===== config.mk =====
export PLATFORM = sky130hd
export DESIGN_NAME = multicycle_cu_flat
export DESIGN_NICKNAME = d
export VERILOG_FILES = /design/src/rtl/multicycle_cu_pkg.sv /design/src/rtl/multicycle_cu_if.sv /design/src/rtl/cu_decode.sv /design/src/rtl/multicycle_cu.sv /design/src/flat_wrapper.sv
export SDC_FILE = /design/constraint.sdc
export NUM_CORES = 1
export LEC_CHECK = 0
export BUFFER_PORTS_ARGS = -buffer_cell sky130_fd_sc_hd__buf_4
export CORE_MARGIN = 5
export CORE_UTILIZATION = 40
export DETAILED_ROUTE_END_ITERATION = 16
export GPL_ROUTABILITY_DRIVEN = 0
export PLACE_DENSITY = 0.7
export SYNTH_ARGS = -nofsm -noshare
export SYNTH_HDL_FRONTEND = slang
export SYNTH_SLANG_ARGS = --single-unit

===== constraint.sdc =====
create_clock -name CLK -period 1.73 [get_ports CLK]
set_input_delay 0.173 -clock CLK [delete_from_list [all_inputs] [get_ports CLK]]
set_output_delay 0.173 -clock CLK [all_outputs]
set_load 0.01 [all_outputs]

===== src/rtl/multicycle_cu_pkg.sv =====
// multicycle_cu_pkg: shared opcodes, ALU/PC/RegDst/Ext codes, FSM states and instruction classes
package multicycle_cu_pkg;
  localparam logic [5:0] OP_ADD = 6'b000000, OP_SUB = 6'b000001, OP_ADDIU = 6'b000010;
  localparam logic [5:0] OP_AND = 6'b010000, OP_ANDI = 6'b010001, OP_OR = 6'b010010;
  localparam logic [5:0] OP_ORI = 6'b010011, OP_SLL = 6'b011000, OP_SLTI = 6'b011100;
  localparam logic [5:0] OP_SW = 6'b100110, OP_LW = 6'b100111;
  localparam logic [5:0] OP_BEQ = 6'b110000, OP_BNE = 6'b110001, OP_BLTZ = 6'b110010;
  localparam logic [5:0] OP_J = 6'b111000, OP_JAL = 6'b111001, OP_JR = 6'b111010, OP_HALT = 6'b111111;
  localparam logic [2:0] ALU_ADD = 3'b000, ALU_SUB = 3'b001, ALU_SLL = 3'b010;
  localparam logic [2:0] ALU_OR = 3'b011, ALU_AND = 3'b100, ALU_SLT = 3'b110;
  localparam logic [1:0] PC_NEXT_INS = 2'b00, PC_REL_JMP = 2'b01, PC_JR = 2'b10, PC_ABS_JMP = 2'b11;
  localparam logic [1:0] REG_31 = 2'b00, REG_RT = 2'b01, REG_RD = 2'b10;
  localparam logic EXT_ZERO = 1'b0, EXT_SIGN = 1'b1;
  localparam logic REG_FROM_ALU = 1'b0, REG_FROM_MEM = 1'b1;
  typedef enum logic [3:0] {
    S_IF = 4'd0, S_ID = 4'd1, S_EXE_AL = 4'd2, S_EXE_BR = 4'd3, S_EXE_LS = 4'd4,
    S_MEM = 4'd5, S_WB_AL = 4'd6, S_WB_LD = 4'd7, S_HALT = 4'd8
  } state_t;
  typedef enum logic [3:0] {
    CL_ILL, CL_ALUR, CL_ALUI, CL_BR, CL_LD, CL_ST, CL_JMP, CL_LINK, CL_JR, CL_HALT
  } cls_t;
endpackage


===== src/rtl/multicycle_cu_if.sv =====
// multicycle_cu_if: CU<->datapath bundle; in: Opcode/Funct/Zero/Sign/MemReady, out: enables, selects, ALUOp, State
interface multicycle_cu_if #(parameter int ALUOP_W = 3);
  logic [5:0] Opcode, Funct;
  logic Zero, Sign, MemReady;
  logic PCWre, IRWre, InsMemRW, RegWre, mRD, mWR;
  logic ALUSrcA, ALUSrcB, DBDataSrc, ExtSel, WrRegDSrc;
  logic [1:0] RegDst, PCSrc;
  logic [ALUOP_W-1:0] ALUOp;
  logic [3:0] State;
  modport master (
    input Opcode, Funct, Zero, Sign, MemReady,
    output PCWre, IRWre, InsMemRW, RegWre, mRD, mWR, ALUSrcA, ALUSrcB, DBDataSrc, ExtSel,
    output WrRegDSrc, RegDst, PCSrc, ALUOp, State
  );
  modport slave (
    output Opcode, Funct, Zero, Sign, MemReady,
    input PCWre, IRWre, InsMemRW, RegWre, mRD, mWR, ALUSrcA, ALUSrcB, DBDataSrc, ExtSel,
    input WrRegDSrc, RegDst, PCSrc, ALUOp, State
  );
endinterface


===== src/rtl/cu_decode.sv =====
// cu_decode: opcode -> instruction class plus ALUOp/ALUSrcA/ALUSrcB/ExtSel; in: opcode, out: cls, aluOp, aluSrcA, aluSrcB, extSel
module cu_decode import multicycle_cu_pkg::*; #(
  parameter bit EN_LINK = 1'b1,
  parameter int ALUOP_W = 3
) (
  input  logic [5:0] opcode,
  output cls_t cls,
  output logic [ALUOP_W-1:0] aluOp,
  output logic aluSrcA,
  output logic aluSrcB,
  output logic extSel
);
  always_comb begin
    cls = CL_ILL;
    case (opcode)
      OP_ADD, OP_SUB, OP_AND, OP_OR, OP_SLL: cls = CL_ALUR;
      OP_ADDIU, OP_ANDI, OP_ORI, OP_SLTI: cls = CL_ALUI;
      OP_BEQ, OP_BNE, OP_BLTZ: cls = CL_BR;
      OP_LW: cls = CL_LD;
      OP_SW: cls = CL_ST;
      OP_J: cls = CL_JMP;
      OP_JAL: cls = EN_LINK ? CL_LINK : CL_ILL;
      OP_JR: cls = EN_LINK ? CL_JR : CL_ILL;
      OP_HALT: cls = CL_HALT;
      default: cls = CL_ILL;
    endcase
  end
  assign aluSrcA = opcode == OP_SLL;
  assign aluSrcB = cls inside {CL_ALUI, CL_LD, CL_ST};
  assign extSel = opcode inside {OP_ADDIU, OP_SLTI, OP_LW, OP_SW, OP_BEQ, OP_BNE, OP_BLTZ} ? EXT_SIGN : EXT_ZERO;
  assign aluOp = ALUOP_W'(opcode inside {OP_SUB, OP_BEQ, OP_BNE, OP_BLTZ} ? ALU_SUB :
                          opcode inside {OP_AND, OP_ANDI} ? ALU_AND :
                          opcode inside {OP_OR, OP_ORI} ? ALU_OR :
                          opcode == OP_SLL ? ALU_SLL :
                          opcode == OP_SLTI ? ALU_SLT : ALU_ADD);
endmodule


===== src/rtl/multicycle_cu.sv =====
// multicycle_cu: IF/ID/EXE/MEM/WB sequencer; in: CLK, Reset (async, low), bus.Opcode/Zero/Sign/MemReady; out: bus enables, selects, ALUOp, State
module multicycle_cu import multicycle_cu_pkg::*; #(
  parameter bit EN_LINK = 1'b1,
  parameter bit MEM_WAIT = 1'b1,
  parameter int ALUOP_W = 3
) (
  input logic CLK,
  input logic Reset,
  multicycle_cu_if.master bus
);
  state_t state, nextState;
  cls_t cls;
  logic [ALUOP_W-1:0] aluOp;
  logic aluSrcA, aluSrcB, extSel, memDone, taken, selOn;
  logic pcWre, irWre, regWre, mRd, mWr, wrRegDSrc, dbDataSrc;
  logic [1:0] regDst, pcSrc;
  cu_decode #(.EN_LINK(EN_LINK), .ALUOP_W(ALUOP_W)) dec (
    .opcode(bus.Opcode), .cls(cls), .aluOp(aluOp), .aluSrcA(aluSrcA), .aluSrcB(aluSrcB), .extSel(extSel)
  );
  assign memDone = !MEM_WAIT || bus.MemReady;
  // only branch opcodes reach EXE_BR, so anything not BEQ/BNE is BLTZ
  assign taken = bus.Opcode == OP_BEQ ? bus.Zero : bus.Opcode == OP_BNE ? !bus.Zero : bus.Sign;
  always_ff @(posedge CLK or negedge Reset)
    if (!Reset) state <= S_IF;
    else state <= nextState;
  always_comb begin
    nextState = state;
    pcWre = 1'b0;
    irWre = 1'b0;
    regWre = 1'b0;
    mRd = 1'b0;
    mWr = 1'b0;
    wrRegDSrc = 1'b0;
    dbDataSrc = REG_FROM_ALU;
    regDst = REG_31;
    pcSrc = PC_NEXT_INS;
    case (state)
      S_IF: begin
        irWre = 1'b1;
        nextState = S_ID;
      end
      S_ID:
        case (cls)
          CL_HALT: nextState = S_HALT;
          CL_BR: nextState = S_EXE_BR;
          CL_LD, CL_ST: nextState = S_EXE_LS;
          CL_ALUR, CL_ALUI: nextState = S_EXE_AL;
          default: begin
            nextState = S_IF;
            pcWre = 1'b1;
            pcSrc = cls == CL_JR ? PC_JR : cls inside {CL_JMP, CL_LINK} ? PC_ABS_JMP : PC_NEXT_INS;
            regWre = cls == CL_LINK;
          end
        endcase
      S_EXE_AL: nextState = S_WB_AL;
      S_WB_AL: begin
        regWre = 1'b1;
        wrRegDSrc = 1'b1;
        pcWre = 1'b1;
        regDst = cls == CL_ALUI ? REG_RT : REG_RD;
        nextState = S_IF;
      end
      S_EXE_BR: begin
        pcWre = 1'b1;
        pcSrc = taken ? PC_REL_JMP : PC_NEXT_INS;
        nextState = S_IF;
      end
      S_EXE_LS: nextState = S_MEM;
      S_MEM: begin
        mRd = cls == CL_LD;
        mWr = cls == CL_ST;
        if (memDone) begin
          nextState = cls == CL_LD ? S_WB_LD : S_IF;
          pcWre = cls != CL_LD;
        end
      end
      S_WB_LD: begin
        regWre = 1'b1;
        wrRegDSrc = 1'b1;
        dbDataSrc = REG_FROM_MEM;
        regDst = REG_RT;
        pcWre = 1'b1;
        nextState = S_IF;
      end
      S_HALT: nextState = S_HALT;
      default: nextState = S_IF;
    endcase
  end
  // the state register alone would show IF outputs during reset, so every output is gated by Reset
  assign selOn = Reset && state != S_IF;
  assign bus.PCWre = Reset && pcWre;
  assign bus.IRWre = Reset && irWre;
  assign bus.InsMemRW = Reset && irWre;
  assign bus.RegWre = Reset && regWre;
  assign bus.mRD = Reset && mRd;
  assign bus.mWR = Reset && mWr;
  assign bus.WrRegDSrc = Reset && wrRegDSrc;
  assign bus.DBDataSrc = Reset && dbDataSrc;
  assign bus.RegDst = Reset ? regDst : 2'b00;
  assign bus.PCSrc = Reset ? pcSrc : 2'b00;
  assign bus.ALUSrcA = selOn && aluSrcA;
  assign bus.ALUSrcB = selOn && aluSrcB;
  assign bus.ExtSel = selOn && extSel;
  assign bus.ALUOp = selOn ? aluOp : '0;
  assign bus.State = state;
endmodule


===== src/flat_wrapper.sv =====
// flat-port wrapper written by rule: the top's interface ports become plain ports
module multicycle_cu_flat import multicycle_cu_pkg::*;
#(
  parameter bit EN_LINK = 1'b1,
  parameter bit MEM_WAIT = 1'b1,
  parameter int ALUOP_W = 3
)
  (CLK, Reset, bus_Opcode, bus_Funct, bus_Zero, bus_Sign, bus_MemReady, bus_PCWre, bus_IRWre, bus_InsMemRW, bus_RegWre, bus_mRD, bus_mWR, bus_ALUSrcA, bus_ALUSrcB, bus_DBDataSrc, bus_ExtSel, bus_WrRegDSrc, bus_RegDst, bus_PCSrc, bus_ALUOp, bus_State);
  multicycle_cu_if #(.ALUOP_W(ALUOP_W)) bus_i ();
  input logic CLK;
  input logic Reset;
  input wire logic [$bits(bus_i.Opcode)-1:0] bus_Opcode;
  input wire logic [$bits(bus_i.Funct)-1:0] bus_Funct;
  input wire logic [$bits(bus_i.Zero)-1:0] bus_Zero;
  input wire logic [$bits(bus_i.Sign)-1:0] bus_Sign;
  input wire logic [$bits(bus_i.MemReady)-1:0] bus_MemReady;
  output wire logic [$bits(bus_i.PCWre)-1:0] bus_PCWre;
  output wire logic [$bits(bus_i.IRWre)-1:0] bus_IRWre;
  output wire logic [$bits(bus_i.InsMemRW)-1:0] bus_InsMemRW;
  output wire logic [$bits(bus_i.RegWre)-1:0] bus_RegWre;
  output wire logic [$bits(bus_i.mRD)-1:0] bus_mRD;
  output wire logic [$bits(bus_i.mWR)-1:0] bus_mWR;
  output wire logic [$bits(bus_i.ALUSrcA)-1:0] bus_ALUSrcA;
  output wire logic [$bits(bus_i.ALUSrcB)-1:0] bus_ALUSrcB;
  output wire logic [$bits(bus_i.DBDataSrc)-1:0] bus_DBDataSrc;
  output wire logic [$bits(bus_i.ExtSel)-1:0] bus_ExtSel;
  output wire logic [$bits(bus_i.WrRegDSrc)-1:0] bus_WrRegDSrc;
  output wire logic [$bits(bus_i.RegDst)-1:0] bus_RegDst;
  output wire logic [$bits(bus_i.PCSrc)-1:0] bus_PCSrc;
  output wire logic [$bits(bus_i.ALUOp)-1:0] bus_ALUOp;
  output wire logic [$bits(bus_i.State)-1:0] bus_State;
  assign bus_i.Opcode = bus_Opcode;
  assign bus_i.Funct = bus_Funct;
  assign bus_i.Zero = bus_Zero;
  assign bus_i.Sign = bus_Sign;
  assign bus_i.MemReady = bus_MemReady;
  assign bus_PCWre = bus_i.PCWre;
  assign bus_IRWre = bus_i.IRWre;
  assign bus_InsMemRW = bus_i.InsMemRW;
  assign bus_RegWre = bus_i.RegWre;
  assign bus_mRD = bus_i.mRD;
  assign bus_mWR = bus_i.mWR;
  assign bus_ALUSrcA = bus_i.ALUSrcA;
  assign bus_ALUSrcB = bus_i.ALUSrcB;
  assign bus_DBDataSrc = bus_i.DBDataSrc;
  assign bus_ExtSel = bus_i.ExtSel;
  assign bus_WrRegDSrc = bus_i.WrRegDSrc;
  assign bus_RegDst = bus_i.RegDst;
  assign bus_PCSrc = bus_i.PCSrc;
  assign bus_ALUOp = bus_i.ALUOp;
  assign bus_State = bus_i.State;
  multicycle_cu #(.EN_LINK(EN_LINK), .MEM_WAIT(MEM_WAIT), .ALUOP_W(ALUOP_W)) u_core (.CLK(CLK), .Reset(Reset), .bus(bus_i));
endmodule

==> flow_summary.yaml, run 1 <==
run_status:
  status: "complete, but fails checks"
  violations: "negative setup slack"
timing:
  finalMaxSlewViolations: 0
  max-slew-margin-rel: 0.6915
  min_period_ns: 1.882
  finalSetupViolCount: 11
  period_share: 1.088
  max_slew.worst_pin.slew_ns: 0.4596
  rsz0062_at_grt: "true"
  max_freq_mhz: 531.4
  setup_tns_ns: -0.7843
  hold_viol: 0
  setup_ws_ns: -0.1520
  skew_ns: 0.005086
global_route:
  antenna_found_initial: 0
  grtUsageTotal: 0.1823
  grt-ovfl-total: 0
  grt_pass1_wl_mm: 4.968
  grt_max_degree: 20
  grt_pass1_vias: 1101
synthesis:
  syn_area_um2: 905.9
  async_flop_share: 1.000
  yosysSeqAreaShare: 0.1105
  ys.flop_type: "dfrtp_1"
  synth_mux_area_frac: 0.01105
  yosys_warnings: 0
  yosys.area_share.simple: 0.4669
  synth.avg_cell_area_um2: 6.517
  synthAdderAreaFrac: 0
  synth-compound-area-share: 0.3039
  synthTopCellsByArea: "dfrtp_1 11%, a21oi_1 6.6%, nor2_1 5.4%, nand2_1 5.0%, nor3b_1 5.0%"
  synth_enable_flop_cells: 0
  ys_ff_latch: 4
  yosysUniqueCellTypes: 47
  synth.most_common_cell: "nor2_1"
  synth_area_leader_cell: "dfrtp_1"
  yosys.area.top_type_share: 0.1105
  synth_xor_area_frac: 0.01934
  syn_inst: 139
  syn_nets: 156
  ys_top_cells_by_count: "13 x nor2_1, 12 x a21oi_1, 12 x nand2_1"
  synth_top_family_by_area: "simple AND/OR/NAND/NOR gates"
final_layout:
  final_core_util: 0.7019
  nets: 207
  largest_reg_flops: 4
  stdcell_count: 216
  diodes: 0
  multi_input_area_um2: 874.6
  seqCellArea_um2: 102.6
  fillers: 151
  area_growth_pct: 69.75
  drive_gt1_frac: 0.4681
run:
  cap_viol_max_count: 0
worst_setup_path:
  cp.arrival_ns: 1.71
  criticalPathCategory: "flip-flop to primary output"
  worstPathMaxFanout: 4
  crit_required_ns: 1.56
  critical_path.startpoint_type: "flip-flop"
  cp-end-kind: "primary output"
placed_design:
  place_ws_ns: -0.08982
  numPortBuffers: 32
  place_inst: 200
  place_hpwl_mm: 2.105
cts:
  cts_max_path_buffers: 2
  clk_latency_ns: 0.24
  clkTransAtPathRegs_ns: 0.04
  cts_buffers: 3
  cts_tree: "built"
  cts_sinks: 4
  cts_root_buf: "clkbuf_4"
  cts_max_level: 1
die:
  start_util: 0.4135
  die_w_um: 57.59
  dieHeight_um: 57.59
  core_area_um2: 2191
  placementRows: 17
  die_area_um2: 3317
  ioPinCount: 39
detailed_routing:
  drcViolationCount: 0
  drt_iter0_markers: 51
  avgRoutedWirePerCell_um: 16.09
  vias_per_cell: 6.074
  first_pass_iters: 4
  drt_wl_total_mm: 3.476
  drtAntennaViolNets: 0
  num_vias: 1312
power_and_ir_drop:
  cellPowerDensity_nw_per_um2: 944.4
  power_mw: 1.452
  ir_drop_mv: 0.9439
  leakage_nw: 0.6855
hold_path:
  hold_class: "primary input to asynchronous set/reset pin"
[critical path: stages, from the launching register on]
cell      delay (ns)
dfrtp_1         0.41
buf_6           0.15
nand3b_1        0.11
or3b_4          0.42
nor4b_4         0.22
buf_4           0.16
[power breakdown]
group / internal, mW / switching [mW]
Sequential: 0.129 / 0.0488
Clock: 0.0777 / 0.0398
Combinational: 0.627 / 0.530
[per-layer routing]
metal / wire length [um] / GRT usage
met1: 1406 / 0.2295
met2: 1723 / 0.3194
met3: 339 / 0.04525
met4: 6 / 0.02318
met5: 0 / 0
[cell families after synthesis]
group                     count (synthesis)
and+or+nand+nor                          73
AOI/OAI and AO/OA                        41
buffers and inverters                    18
DFF                                       4
xor gates and xnor gates                  2
muxes                                     1
[per-stage QoR]
stage               cell area [um^2]  hold WS (ns)
floorplan                      912.1       -0.1226
global placement                1239     -0.008948
detailed placement              1239     -0.006316
CTS                             1414       -0.2462
global route                    1538        0.4150
finish                          1538        0.3928
[what timing repair did]
item | in CTS | in global routing
endpoints found under the hold margin | 4 | 4
endpoints found under the setup margin | 12 | 15
pin swaps | 6 | 5
gates cloned | 0 | 1
buffers inserted | 6 | 5
gates resized for setup | 24 | 17
[cell usage in the layout, fill, tap and decap left out, types with 3 or more instances in the layout]
master | synthesis | layout
clkbuf_4 | 0 | 3
o21ai_1 | 5 | 6
nor3b_1 | 6 | 4
inv_1 | 3 | 3
buf_4 | 1 | 50
and3_1 | 6 | 5
a21oi_1 | 12 | 10
o21ai_0 | 6 | 5
nor2_1 | 13 | 11
nor3_1 | 7 | 7
a21oi_2 | 1 | 3
buf_6 | 0 | 9
and2_1 | 3 | 3
a31o_1 | 3 | 3
nor2b_1 | 4 | 3
nand3_1 | 3 | 3
nand2_1 | 12 | 11
[worst paths after layout]
kind,slack (ns),cells after the start,endpoint,from
min in group CLK,0.54,6,u_core.bus.State[1],bus_MemReady
setup reg to reg,0.08,7,u_core.bus.State[1],u_core.bus.State[0]
hold / removal,0.39,2,u_core.bus.State[1],Reset
hold reg to reg,0.78,3,u_core.bus.State[3],u_core.bus.State[1]
max in group asynchronous,1.15,2,u_core.bus.State[3],Reset
setup / recovery,-0.15,5,bus_mWR,u_core.bus.State[2]
[final cells by class]
type	count	share of cell area
Clock buffer	3	0.01465
Multi-Input combinational cell	117	0.5688
Timing Repair Buffer	61	0.3198
Inverter	3	0.007323
Sequential cell	4	0.06672
Tap cell	28	0.02278
(Power assumes the default switching activity.)
==> inputs of run 2 (changes only) <==
GPL_TIMING_DRIVEN = 0   (was unset)
clock period = 2.4 ns   (was 1.73 ns; I/O delays follow)
==> flow_summary.yaml, run 2 (synthesis results as in run 1) <==
run_status:
  status: "completed"
worst_setup_path:
  cp.arrival_ns: 1.96
  worst-path-buf-inv: 1
  crit_family: "simple AND/OR/NAND/NOR gates"
  crit_chain: "nor4b_2, nand2_1, nor4_1, and3_1, buf_4"
  crit_required_ns: 2.16
  worstPathMaxFanout: 6
  criticalPathCategory: "flip-flop to primary output"
  cp_slowest_stage_delay_ns: 0.48
  critical_path.startpoint_type: "flip-flop"
  cp-end-kind: "primary output"
  cp_slowest_cell: "nor4b_2"
final_layout:
  area_growth_pct: 33.01
  mostFrequentLayoutCells: "31 x buf_4, 13 x nor2_1, 12 x nand2_1, 12 x a21oi_1"
  fillers: 216
  drive_gt1_frac: 0.2659
  final_core_util: 0.5500
  largest_reg_flops: 4
  diodes: 0
  finalInstanceArea_um2: 1205
  nets: 192
  layout_commonest_cell: "buf_4"
detailed_routing:
  drtAntennaViolNets: 0
  num_vias: 1198
  drcViolationCount: 0
  first_pass_iters: 4
  avgRoutedWirePerCell_um: 14.34
  drt_iter0_markers: 33
  drt_wl_total_mm: 2.883
  vias_per_cell: 5.960
cts:
  cts_sinks: 4
  cts_buffers: 3
  clkTransAtPathRegs_ns: 0.04
  cts_max_level: 1
  cts_setup_buffers: 0
  cts_tree: "built"
  cts_max_path_buffers: 2
  cts_root_buf: "clkbuf_4"
  clk_latency_ns: 0.24
placed_design:
  dpl_cell_area_um2: 1166
  numPortBuffers: 30
  place_hpwl_mm: 2.188
global_route:
  grt_pass1_vias: 1036
  antenna_found_initial: 0
  grt-ovfl-total: 0
  grt_max_degree: 11
  grtUsageTotal: 0.1710
  grt_pass1_wl_mm: 4.685
timing:
  hold_viol: 0
  setup_tns_ns: 0
  finalMaxSlewViolations: 0
  max_slew.worst_pin.slew_ns: 0.4618
  min_period_ns: 2.202
  finalSetupViolCount: 0
  max-slew-margin-rel: 0.6914
  rsz0062_at_grt: "false"
  skew_ns: 0.003355
  max_freq_mhz: 454.1
  period_share: 0.9176
die:
  die_w_um: 57.59
  die_area_um2: 3317
  start_util: 0.4135
  core_area_um2: 2191
  ioPinCount: 39
  dieHeight_um: 57.59
  placementRows: 17
hold_path:
  hold_class: "primary input to asynchronous set/reset pin"
power_and_ir_drop:
  cellPowerDensity_nw_per_um2: 591.8
  ir_drop_mv: 0.6512
  leakage_nw: 0.5407
  power_mw: 0.7131
run:
  cap_viol_max_count: 0
run 2: cell count changes in the layout (fill, tap and decap cells not counted), sizes merged:
cell / before / now
clkbuf: 3 / 8
buf: 60 / 40
run 2: worst paths after layout:
kind / slack, ns / to / cells past startpoint / from
setup / recovery: 0.20 / bus_PCSrc[1] / 5 / u_core.bus.State[2]
hold / removal: 0.36 / u_core.bus.State[1] / 2 / Reset
setup reg to reg: 0.82 / u_core.bus.State[1] / 4 / u_core.bus.State[2]
hold reg to reg: 0.77 / u_core.bus.State[3] / 2 / u_core.bus.State[1]
max in group asynchronous: 1.91 / u_core.bus.State[0] / 2 / Reset
min in group CLK: 0.58 / u_core.bus.State[1] / 6 / bus_MemReady
run 2: worst register-to-register path, cell delays in order (launching register included):
cell and delay, ns:
dfrtp_1 0.44, nor4b_2 0.48, nor3b_1 0.33, o21ai_1 0.11, a21oi_1 0.14
run 2: what timing repair did:
action                                  CTS  global route
resized for setup                         1             0
endpoints found under the hold margin     4             0
hold buffers                              1             0
endpoints found under the setup margin    1             0
run 2: report_power, final:
part / internal [mW] / switching (mW) / leakage (nW)
logic: 0.232 / 0.263 / 0.475
clock network: 0.0561 / 0.0307 / 0.0138
registers: 0.0916 / 0.0390 / 0.0519
total: 0.380 / 0.333 / 0.541
run 2: routing by layer:
layer | global-route usage | routed length (um)
met5 | 0 | 0
met4 | 0.02318 | 0
met3 | 0.04072 | 282
met2 | 0.2790 | 1396
met1 | 0.2323 | 1204
run 2: cell type report:
| type | count | area (um^2) | area share |
|---|---|---|---|
| multi-input cells | 117 | 732.0 | 0.6075 |
| repair buffers | 31 | 235.2 | 0.1952 |
| flip-flops and latches | 4 | 100.1 | 0.08307 |
| plain buffers | 15 | 68.82 | 0.05711 |
| well taps | 28 | 35.03 | 0.02908 |
| clock buffers | 3 | 22.52 | 0.01869 |
| inverters | 3 | 11.26 | 0.009346 |
run 2: metrics by stage:
stage	hold slack, ns	setup WS (ns)	std cells
4_1_cts	0.3481	0.2208	201
3_3_place_gp	0.05692	0.2671	197
6_report	0.3619	0.1977	201
3_5_place_dp	0.06218	0.2479	197
2_1_floorplan	-0.05559	0.5636	139
5_1_grt	0.3812	0.05688	201
